[src/rtl/product_accumulator.sv]
// Sums COUNT unsigned 8-bit products into one ACC_W-bit result with a sticky
// per-group overflow flag; valid/ready handshakes on both input and output.
//
// state | meaning
// ACCUM | accepting products into the running sum
// HOLD  | completed result presented on out_sum/out_overflow
module product_accumulator #(
  parameter int ACC_W = 16,
  parameter int COUNT = 4,
  parameter int CNT_W = 3
) (
  input  logic             clk,
  input  logic             rst_n,
  input  logic             clear,
  input  logic             in_valid,
  output logic             in_ready,
  input  logic [7:0]       in_product,
  output logic             out_valid,
  input  logic             out_ready,
  output logic [ACC_W-1:0] out_sum,
  output logic             out_overflow
);

  typedef enum logic {ACCUM = 1'b0, HOLD = 1'b1} state_t;

  state_t           state, state_nxt;
  logic [ACC_W-1:0] acc;
  logic [CNT_W-1:0] cnt;
  logic             ovf;
  logic [ACC_W:0]   sum_ext;
  logic             accept;
  logic             last;

  assign sum_ext = {1'b0, acc} + {{(ACC_W-7){1'b0}}, in_product};
  assign accept  = in_valid && (state == ACCUM);
  assign last    = (cnt == CNT_W'(COUNT-1));

  always_ff @(posedge clk or negedge rst_n) begin
    if (!rst_n) state <= ACCUM;
    else        state <= state_nxt;
  end

  always_comb begin
    state_nxt = state;
    in_ready  = 1'b0;
    out_valid = 1'b0;
    case (state)
      ACCUM: begin
        in_ready = 1'b1;
        if (in_valid && last) state_nxt = HOLD;
      end
      HOLD: begin
        out_valid = 1'b1;
        if (out_ready) state_nxt = ACCUM;
      end
      default: state_nxt = ACCUM;
    endcase
    // clear outranks both handshakes, including a pending result
    if (clear) state_nxt = ACCUM;
  end

  always_ff @(posedge clk or negedge rst_n) begin
    if (!rst_n) begin
      acc          <= '0;
      cnt          <= '0;
      ovf          <= 1'b0;
      out_sum      <= '0;
      out_overflow <= 1'b0;
    end else if (clear) begin
      acc <= '0;
      cnt <= '0;
      ovf <= 1'b0;
    end else if (accept) begin
      if (last) begin
        out_sum      <= sum_ext[ACC_W-1:0];
        out_overflow <= ovf | sum_ext[ACC_W];
        acc          <= '0;
        cnt          <= '0;
        ovf          <= 1'b0;
      end else begin
        acc <= sum_ext[ACC_W-1:0];
        ovf <= ovf | sum_ext[ACC_W];
        cnt <= cnt + CNT_W'(1);
      end
    end
  end

endmodule
[config.mk]
export PLATFORM = sky130hd
export DESIGN_NAME = product_accumulator
export DESIGN_NICKNAME = d
export VERILOG_FILES = /design/src/rtl/product_accumulator.sv
export SDC_FILE = /design/constraint.sdc
export NUM_CORES = 1
export LEC_CHECK = 0
export CORE_AREA = 2 2 77 72
export CTS_CLUSTER_SIZE = 20
export DETAILED_ROUTE_END_ITERATION = 7
export DIE_AREA = 0 0 79 74
export PLACE_DENSITY_LB_ADDON = 0.12
export SYNTH_ARGS = -nofsm -noshare
export SYNTH_HDL_FRONTEND = slang
export SYNTH_SLANG_ARGS = --single-unit
[constraint.sdc]
create_clock -name clk -period 2.8 [get_ports clk]
set_clock_uncertainty 0.15 [all_clocks]
set_input_delay 0.28 -clock clk [delete_from_list [all_inputs] [get_ports clk]]
set_output_delay 0.28 -clock clk [all_outputs]
set_load 0.02 [all_outputs]
### Word level (Yosys, flattened, before mapping)

Cells that the tools add are included.

* add/subtract/negate cells: 2
* eq/ne operators: 1
* muxes and demuxes: 15
* bitwise logic cells: 3
* reduce and logical (&&, ||, !) cells: 4

Operator list (count)
* 16-bit 2-to-1 mux: 3
* 16-bit by 8-bit adder with 17-bit output: 1
* 3-bit 2-to-1 mux: 3
* 1-bit 2-to-1 mux: 8
* 3-bit by 1-bit adder with 3-bit output (second input constant): 1
* 3-bit by 2-bit == test with 1-bit output (second input constant): 1
* 3-bit AND reduction: 1
* 1-bit logical AND: 2
* 1-bit NOT: 2
* 1-bit case mux with 2 select lines: 1
* 2-bit nonzero test: 1
* 1-bit OR: 1

* flip-flop bits (word level): 38
* bits of input ports: 13
* output and inout bits: 19
* word-level logic and storage cells: 31

### Logic depth before layout (Yosys ltp)

Gate-level depths: netlist of run 1.

* depth in word-level cells: 5
* mapped depth: 7
* mapped depth without buffers: 7

### Worst setup path after synthesis of run 1

Ideal clock, no wire load.

* path kind: register to register
* from: register acc[0]
* to: register acc[8]
* setup time: 82 ps
* arrival: 1942 ps
* data required time: 2568 ps
* path slack: 626 ps
* stages on the path, launching flop included: 8
* path buffers: 0
* period minus slack after synthesis: 2174 ps
* path through: dfrtp_1 > ha_1 > fa_1 > a211oi_1 > o211ai_2 > a21boi_1 > or2_1 > a31oi_1

* word-level cells in the longest chain between the ends: 4

Ends and longest elaborated chain
* start: declaration: line 27 `logic [ACC_W-1:0] acc;`
* start signal: assignment: line 81 `acc <= sum_ext[ACC_W-1:0];`
* 16-bit by 8-bit adder with 17-bit output: line 34 `assign sum_ext = {1'b0, acc} + {{(ACC_W-7){1'b0}}, in_product};`
* 16-bit 2-to-1 mux: line 74 `if (last) begin`
* 16-bit 2-to-1 mux: line 73 `end else if (accept) begin`
* 16-bit 2-to-1 mux: line 69 `end else if (clear) begin`

No other way between the ends. The select of a mux whose other input is x is not followed.
A chain may end at the register's enable or synchronous reset.

### Worst setup path in the final report of run 1

* from: input in_product[0]
* to: register acc[8]

* word-level cells in the longest chain between the ends: 4

Ends and longest elaborated chain
* start: declaration: line 17 `input logic [7:0] in_product,`
* 16-bit by 8-bit adder with 17-bit output: line 34
* 16-bit 2-to-1 mux: line 74
* 16-bit 2-to-1 mux: line 73
* 16-bit 2-to-1 mux: line 69

No other way between the ends. The select of a mux whose other input is x is not followed.

==> qor.csv, run 1 <==
stage,metric,value,unit
placed_design,pre_cts_ws,0.08469,ns
setup_path,crit_path_end,acc[8],
timing,max_slew_margin,27.37,%
outcome,status,finished clean,
setup_path,arrival,2.48,ns
drt,antenna_left,0,
drt,wl_per_cell,14.81,um
layout,syn2layout_area_growth,27.44,%
setup_path,cp_max_fo,5,
clock_network,post-cts-setup-buffers,0,
global_route,grt_overflow,0,
pwr,pwr-share-comb,22.3,%
pwr,p_clk_share,37.1,%
clock_network,worstSkewPairLatency,0.30,ns
setup_path,crit_path_top_delay_cell,fa_1,
pwr,p_int,0.001144,W
pwr,p_switching,0.0004254,W
drt,dr.pass1.iters,4,
die,start_util,38.52,%
setup_path,crit_family,compound AO/OA/AOI/OAI gates,
global_route,grt_use_met1,23.02,%
yosys,async_flop_share,100.0,%
pwr,peakVddDrop,0.2672,mV
clock_network,cts.sinks,38,
yosys,netlist_instances,187,
yosys,ys_seq_elements,38,
global_route,busiest_layer,met2,
placed_design,dp_hpwl,3013,um
clock_network,root_buffer,clkbuf_8,
clock_network,clk_path_buf_depth,2,
timing,finalSetupTns,0,ns
timing,tightestPinTransition,1.085,ns
layout,drive_gt1_share,9.821,%
drt,drcViolationCount,0,
clock_network,numCtsBuffers,5,
yosys,ys.flop_type,dfrtp_1,
layout,layout_commonest_cell,dfrtp_1,
setup_path,r2r_start,acc[0],
setup_path,start_kind,input port,
setup_path,crit_start,in_product[0],
global_route,grtUsageMet3,4.490,%
layout,nets,246,
setup_path,path_cells,clkdlybuf4s50_1 > ha_1 > fa_1 > a211oi_1 > o211ai_2 > a21boi_1 > or2_1 > a31oi_1,
layout,n_antenna_cell,0,
setup_path,ff2ff_setup_slack,0.41,ns
timing,finalCriticalPeriod,2.411,ns
setup_path,r2r_cells,7,
setup_path,critical_path_class,input port to flip-flop,
timing,finalHoldViolCount,0,
timing,setup_viol,0,
timing,post-route-period-util,86.09,%
yosys,yosysSeqAreaShare,48.72,%
global_route,grt_start_max_net_pins,39,
pwr,pwr-share-seq,40.6,%
die,die_width,79,um
setup_path,critPathBufInv,1,
drt,viasPerCell,5.344,
timing,max_freq,414.8,MHz
setup_path,regToRegEndpoint,acc[8],
setup_path,cpPeakStageDelay,0.44,ns
global_route,met2_usage,26.27,%
die,rows,25,
hold_path,hp-class,flip-flop to flip-flop,
placed_design,dpl-instance-area,2335,um^2
yosys,synth_edf_count,0,
yosys,syn_nets,210,
setup_path,worst-path-stages,8,
layout,fill_cells,489,
die,io_pins,32,
drt,num_vias,1555,
placed_design,gp_congestion,0.8275,
yosys,synth_cell_type_count,38,
die,die_y,74,um
drt,detail_route.iter0.violations,149,
timing,hold_slack,0.3343,ns
timing,setup_ws,0.3895,ns
yosys,synth_area,1952,um^2
pwr,power.leakage,1.096,nW
global_route,grt_pass1_vias,1529,
layout,final_cell_mix,"dfrtp_1 (38), clkdlybuf4s50_1 (30), nand2_1 (20), o21ai_0 (14), a21oi_1 (11)",
die,core,5067,um^2
global_route,grtUsageTotal,16.78,%
clock_network,clkTransAtPathRegs,0.08,ns
yosys,yosysWarnings,0,
setup_path,required,2.87,ns
global_route,antenna_found_initial,0,
timing,finalMaxSlewViolations,0,
clock_network,cts_max_level,2,
drt,wl,4309,um
layout,final_area,2487,um^2
die,die-area,5846,um^2
placed_design,io_buffer_count,31,
pwr,p_per_area,631.1,nW/um^2
timing,grt_setup_unrepaired,no,
clock_network,cts_tree,yes,
global_route,grt_pass1_wl,7507,um
flow_run,cap_violations,0,
setup_path,cp-end-kind,flip-flop,
pwr,switching_share,27.10,%
yosys,postSynthAreaPerCell,10.44,um^2
==> final cells by class <==
class                      instances  area [um^2]  area share [%]
multi-input combinational        140        960.9           38.63
timing repair buffer              35        337.8           13.58
inverter                           3        11.26          0.4527
clock buffer                       6        82.58           3.320
tap                               67        83.83           3.370
clock inverter                     2        60.06           2.414
sequential                        38        950.9           38.23
==> how the worst min path moves through the flow <==
stage                startpoint          end  cells past startpoint
global route        out_sum[12]  out_sum[12]                      2
floorplan                 rst_n       acc[0]                      0
global placement          rst_n       acc[6]                      1
detailed placement        rst_n       acc[6]                      1
CTS                 out_sum[10]  out_sum[10]                      2
finish              out_sum[10]  out_sum[10]                      2
==> tightest hold or removal path, cell delays in order (launching register included) <==
cell,delay (ns)
dfrtp_1,0.35
nand2_1,0.04
o21ai_0,0.06
==> metrics by stage <==
stage / total power, W / cells / util [%]
6_report: 0.001570 / 291 / 49.09
5_1_grt: 0.001653 / 291 / 49.09
4_1_cts: 0.001586 / 291 / 49.09
3_5_place_dp: 0.0009964 / 282 / 46.07
3_3_place_gp: 0.0009885 / 282 / 46.07
2_1_floorplan: 0.0008641 / 187 / -
==> power groups by stage <==
| stage | logic [W] | registers (W) | clock network, W |
|---|---|---|---|
| finish | 0.000350 | 0.000637 | 0.000583 |
| floorplan | 0.000190 | 0.000674 | 0 |
| global route | 0.000386 | 0.000647 | 0.000619 |
| CTS | 0.000354 | 0.000636 | 0.000596 |
| global placement | 0.000345 | 0.000643 | 0 |
| detailed placement | 0.000350 | 0.000646 | 0 |
==> cells in the mapped netlist, types with 4 or more instances <==
cell type | instances | area (um^2)
a22o_1 | 7 | 61.31
nor2_1 | 4 | 15.01
mux2_2 | 7 | 78.83
xnor2_1 | 6 | 52.55
ha_1 | 9 | 112.6
nand3_1 | 6 | 30.03
or3_1 | 4 | 25.02
dfrtp_1 | 38 | 950.9
a21oi_1 | 11 | 55.05
o21ai_1 | 5 | 25.02
o21ai_0 | 14 | 70.07
a31oi_1 | 5 | 31.28
xor2_1 | 7 | 61.31
nand2_1 | 20 | 75.07
==> kinds of logic (layout without fill, tap and decap cells) <==
logic type | count (synthesis) | after routing | share of synthesized area (%)
XOR/XNOR | 13 | 13 | 5.833
buffers and inverters | 9 | 46 | 2.051
AND/OR/NAND/NOR | 50 | 50 | 12.69
flip-flops | 38 | 38 | 48.72
adder cells (fa/ha/maj) | 10 | 10 | 6.795
AO/OA/AOI/OAI | 60 | 60 | 19.87
multiplexers | 7 | 7 | 4.039
==> sequential cells by signal (all words and copies together), names as in the netlist <==
signal / count
state: 1
out_sum: 16
out_overflow: 1
acc: 16
ovf: 1
cnt: 3
==> per-layer routing <==
metal	routed length, um	part of all wire [%]	vias to the layer above
met2	2013	47	43
met5	0	0	-
met3	242	5.6	7
li1	-	-	758
met4	55	1.3	0
met1	1998	46	747
==> timing repair <==
item | 4_1_cts | 5_1_grt
hold buffers | 1 | 0
hold endpoints to repair | 38 | 0
gates resized for setup | 0 | 0
Note: power is estimated with default switching activity, not from simulation.
==> inputs of run 2 (changes only) <==
DONT_BUFFER_PORTS = 1   (was not set)
==> run 2 against run 1 <==
Compared with the run above: global-route usage is 0.89 points lower; die area unchanged; sequential power is 6.0% higher; critical endpoint unchanged.
==> qor.csv, run 2 (synthesized netlist as in run 1, its figures left out) <==
stage,metric,value,unit,change
layout,final_cell_mix,"dfrtp_1 (38), nand2_1 (20), o21ai_0 (14), a21oi_1 (11), ha_1 (9)",,
global_route,grt_pass1_wl,7072,um,-5.8%
timing,grt_setup_unrepaired,no,,
setup_path,crit_start,acc[0],,
clock_network,cts_tree,yes,,
timing,max_slew_margin,49.31,%,+22 points
drt,drcViolationCount,0,,unchanged
die,io_pins,32,,unchanged
layout,fill_cells,509,,+4.1%
pwr,power.leakage,1.006,nW,-8.2%
clock_network,cts_max_level,2,,unchanged
placed_design,io_buffer_count,0,,-100%
setup_path,cp_max_fo,5,,unchanged
drt,wl,4096,um,-4.9%
flow_run,cap_violations,0,,unchanged
global_route,grt_overflow,0,,unchanged
die,core,5067,um^2,unchanged
setup_path,critical_path_class,flip-flop to flip-flop,,
placed_design,gp_congestion,0.8127,,-1.8%
drt,antenna_left,0,,unchanged
timing,hold_slack,0.1220,ns,-0.2123 ns
outcome,status,finished clean,,
hold_path,hp-class,input port to flip-flop,,
layout,final-seq-area,950.9,um^2,unchanged
timing,max_freq,419.5,MHz,+1.1%
timing,finalHoldViolCount,0,,unchanged
setup_path,r2r_cells,7,,unchanged
timing,tightestPinTransition,0.7586,ns,-0.3268 ns
hold_path,worstHoldStart,in_product[0],,
drt,viasPerCell,5.432,,+1.7%
global_route,grt_start_max_net_pins,39,,unchanged
global_route,antenna_found_initial,0,,unchanged
setup_path,r2r_start,acc[0],,
setup_path,arrival,2.45,ns,-0.03 ns
setup_path,cpPeakStageDelay,0.44,ns,about the same
clock_network,root_buffer,clkbuf_8,,
drt,wl_per_cell,15.52,um,+4.8%
drt,num_vias,1434,,-7.8%
clock_network,clkTransAtPathRegs,0.08,ns,about the same
layout,layout_commonest_cell,dfrtp_1,,
timing,finalCriticalPeriod,2.384,ns,-0.02662 ns
clock_network,worstSkewPairLatency,0.29,ns,about the same
setup_path,cp-end-kind,flip-flop,,
global_route,grt_pass1_vias,1508,,-1.4%
timing,setup_viol,0,,unchanged
layout,top_regs,"acc: 16 flops, out_sum: 16 flops, cnt: 3 flops",,
clock_network,clk_path_buf_depth,2,,unchanged
layout,n_antenna_cell,0,,unchanged
setup_path,crit_path_top_delay_cell,fa_1,,
die,die-area,5846,um^2,unchanged
setup_path,path_cells,ha_1 > fa_1 > a211oi_1 > o211ai_2 > a21boi_1 > or2_1 > a31oi_1,,
timing,post-route-period-util,85.14,%,-0.95 points
clock_network,cts.sinks,38,,unchanged
die,die_y,74,um,unchanged
layout,nets,219,,-11%
setup_path,ff2ff_setup_slack,0.42,ns,about the same
timing,finalMaxSlewViolations,0,,unchanged
placed_design,dp_hpwl,2858,um,-5.1%
drt,dr.pass1.iters,4,,unchanged
die,start_util,38.52,%,unchanged
setup_path,start_kind,flip-flop,,
setup_path,crit_family,compound AO/OA/AOI/OAI gates,,
layout,drive_gt1_share,11.17,%,+1.3 points
global_route,grtUsageTotal,15.89,%,-0.89 points
pwr,peakVddDrop,0.2481,mV,-7.2%
setup_path,required,2.86,ns,about the same
timing,finalSetupTns,0,ns,unchanged
clock_network,numCtsBuffers,5,,unchanged
layout,syn2layout_area_growth,14.36,%,
pwr,p_per_area,671.0,nW/um^2,+6.3%
setup_path,regToRegEndpoint,acc[8],,
drt,detail_route.iter0.violations,111,,-26%
die,rows,25,,unchanged
die,die_width,79,um,unchanged
layout,multi_input_area,960.9,um^2,unchanged
setup_path,critPathBufInv,0,,-1
hold_path,worstHoldEndpoint,acc[0],,
hold_path,hold_depth,2,,unchanged
clock_network,cts_resized,0,,unchanged
==> run 2: worst max-delay path by stage <==
stage | endpoint | slack (ns) | depth (start not counted)
after floorplan | acc[8] | 0.63 | 7
after global placement | acc[8] | 0.52 | 7
after detailed placement | acc[8] | 0.45 | 7
after CTS | acc[8] | 0.40 | 7
after global routing | ovf | 0.21 | 7
final | acc[8] | 0.42 | 7
==> run 2: final cells by class <==
class	instances	area share, %
clock buffers	6	3.700
clock inverters	2	2.691
inverters	3	0.5045
multi-input cells	140	43.05
flip-flops and latches	38	42.60
well taps	67	3.756
repair buffers	8	3.700
==> run 2: metal layers <==
metal  up-vias  global-route usage, %  share of wire [%]
met2        37                  25.99                 46
met1       685                  19.53                 47
met5         -                      0                  0
met3         8                  5.461                5.5
li1        704                      -                  -
met4         0                  6.513                1.4
==> run 2: timing repair <==
item                                    in CTS  in global routing
hold buffers                                 4                  1
buffers inserted                             0                  0
endpoints found under the setup margin       0                  0
hold endpoints to repair                    40                  1
==> run 2: metrics by stage <==
step                      instance area, um^2  worst slack (ns)  util, %  instances  total power (W)
after floorplan                          1952            0.6260        -        187        0.0008641
after global placement                   2029            0.5230    40.05        251        0.0009082
after detailed placement                 2029            0.4471    40.05        251        0.0009132
after CTS                                2222            0.3998    43.85        263         0.001511
after global routing                     2232            0.2146    44.05        264         0.001574
final                                    2232            0.4161    44.05        264         0.001498
==> run 2: power breakdown <==
| group | switching (W) | internal [W] | leakage [nW] | total, W |
|---|---|---|---|---|
| Combinational | 0.000136 | 0.000111 | 0.415 | 0.000247 |
| Clock | 0.000196 | 0.000380 | 0.0714 | 0.000576 |
| Sequential | 0.0000747 | 0.000601 | 0.520 | 0.000675 |
==> inputs of run 3 (changes only) <==
MAX_ROUTING_LAYER = met4   (was not set)
clock period = 2.7 ns   (was 2.8 ns; I/O delays follow)
==> run 3 against run 2 <==
Compared with the run above: worst hold slack improved by 0.00094 ns; count of clock-buffer cells in the layout unchanged; cell count is 0.76% lower; wire length is 3.4% lower; maximum frequency up 1.9%; sequential power is 3.6% higher; non-clock buffer count decreased by 2; combinational power up 2%; clock power up 3%.
==> qor.csv, run 3 (synthesized netlist as in run 1, its figures left out) <==
stage,metric,value,unit,change
outcome,status,finished clean,,
timing,post-route-period-util,86.68,%,+1.5 points
setup_path,ff2ff_setup_slack,0.36,ns,-0.06 ns
global_route,grt_pass1_wl,6934,um,-2.0%
drt,drcViolationCount,0,,unchanged
layout,syn2layout_area_growth,13.46,%,
die,die_width,79,um,unchanged
die,start_util,38.52,%,unchanged
pwr,finalPower,0.001544,W,+3.1%
global_route,antenna_found_initial,0,,unchanged
hold_path,hp-class,input port to flip-flop,,
timing,finalSetupTns,0,ns,unchanged
pwr,p_per_area,697.4,nW/um^2,+3.9%
hold_path,worstHoldEndpoint,acc[0],,
drt,viasPerCell,5.565,,+2.4%
flow_run,cap_violations,0,,unchanged
clock_network,clk_path_buf_depth,2,,unchanged
clock_network,numCtsBuffers,5,,unchanged
timing,max_freq,427.3,MHz,+1.9%
drt,wl,3958,um,-3.4%
timing,finalCriticalPeriod,2.340,ns,-0.04365 ns
die,rows,25,,unchanged
global_route,grt_overflow,0,,unchanged
timing,grt_setup_unrepaired,no,,
setup_path,r2r_cells,7,,unchanged
setup_path,cp_max_fo,5,,unchanged
layout,n_antenna_cell,0,,unchanged
layout,layout_commonest_cell,dfrtp_1,,
drt,wl_per_cell,15.11,um,-2.6%
timing,hold_slack,0.1230,ns,+0.0009410 ns
layout,final_area,2215,um^2,-0.78%
timing,finalHoldViolCount,0,,unchanged
drt,antenna_left,0,,unchanged
setup_path,regToRegEndpoint,acc[8],,
layout,nets,217,,-0.91%
die,core,5067,um^2,unchanged
clock_network,clkTransAtPathRegs,0.07,ns,about the same
die,die-area,5846,um^2,unchanged
drt,dr.pass1.iters,4,,unchanged
drt,detail_route.iter0.violations,122,,+9.9%
layout,top_regs,"acc: 16 flops, out_sum: 16 flops, cnt: 3 flops",,
global_route,grt_pass1_vias,1469,,-2.6%
placed_design,dpl-instance-area,2022,um^2,-0.37%
layout,final_cell_mix,"dfrtp_1 (38), nand2_1 (20), o21ai_0 (14), a21oi_1 (11), ha_1 (9)",,
setup_path,critical_path_class,flip-flop to flip-flop,,
clock_network,worstSkewPairLatency,0.29,ns,about the same
setup_path,r2r_start,acc[0],,
clock_network,cts_tree,yes,,
timing,max_slew_margin,29.48,%,-20 points
timing,finalMaxSlewViolations,0,,unchanged
timing,setup_viol,0,,unchanged
timing,tightestPinTransition,1.054,ns,+0.2953 ns
global_route,grt_start_max_net_pins,39,,unchanged
clock_network,root_buffer,clkbuf_8,,
die,die_y,74,um,unchanged
layout,drive_gt1_share,10.77,%,-0.40 points
hold_path,hold_depth,2,,unchanged
hold_path,worstHoldStart,in_product[0],,
die,io_pins,32,,unchanged
clock_network,cts.sinks,38,,unchanged
setup_path,arrival,2.40,ns,-0.05 ns
pwr,peakVddDrop,0.3202,mV,+29%
clock_network,cts_max_level,2,,unchanged
drt,num_vias,1458,,+1.7%
placed_design,gp_congestion,0.8208,,+1.0%
placed_design,dp_hpwl,2789,um,-2.4%
setup_path,required,2.76,ns,-0.10 ns
pwr,power.leakage,0.9967,nW,-0.92%
global_route,grtUsageTotal,15.86,%,-0.037 points
setup_path,start_kind,flip-flop,,
placed_design,io_buffer_count,0,,unchanged
setup_path,cp-end-kind,flip-flop,,
run 3: stage by stage:
step	setup WS, ns	utilization [%]	cells
4_1_cts	0.3517	43.70	262
6_report	0.3598	43.70	262
3_3_place_gp	0.4195	39.90	250
2_1_floorplan	0.5260	-	187
5_1_grt	0.2269	43.70	262
3_5_place_dp	0.3811	39.90	250
run 3: worst max-delay path by stage:
stage            from     endpoint  slack, ns  depth (start not counted)
2_1_floorplan  acc[0]       acc[8]       0.53                          7
3_3_place_gp   acc[0]       acc[8]       0.42                          7
3_5_place_dp   acc[0]       acc[8]       0.38                          7
4_1_cts        acc[0]       acc[8]       0.35                          7
5_1_grt        acc[0]  out_sum[14]       0.23                          7
6_report       acc[0]       acc[8]       0.36                          7
run 3: what timing repair did:
| action | in CTS | in global routing |
|---|---|---|
| hold endpoints to repair | 41 | 0 |
| hold buffers | 4 | 0 |
| gates resized for setup | 0 | 0 |
| setup buffers | 0 | 0 |
run 3: report_power, final:
part           internal (W)  switching (W)
Clock              0.000394       0.000201
Combinational      0.000113       0.000138
Sequential         0.000623      0.0000763
run 3: per-layer routing:
| metal | share of wire [%] | track usage [%] |
|---|---|---|
| met1 | 46 | 19.55 |
| met5 | 0 | - |
| met3 | 6.4 | 5.340 |
| met2 | 46 | 24.48 |
| met4 | 1.6 | 5.747 |
run 3: cell type report:
type	instances	area [um^2]
Multi-Input combinational cell	140	960.9
Tap cell	67	83.83
Inverter	3	11.26
Clock buffer	6	82.58
Clock inverter	2	60.06
Timing Repair Buffer	6	65.06
Sequential cell	38	950.9
Fill cell	514	2853
run 3: worst max-delay path: stages (launching register included):
cell	delay (ns)
dfrtp_1	0.38
ha_1	0.23
fa_1	0.44
a211oi_1	0.32
o211ai_2	0.17
a21boi_1	0.19
or2_1	0.22
a31oi_1	0.15
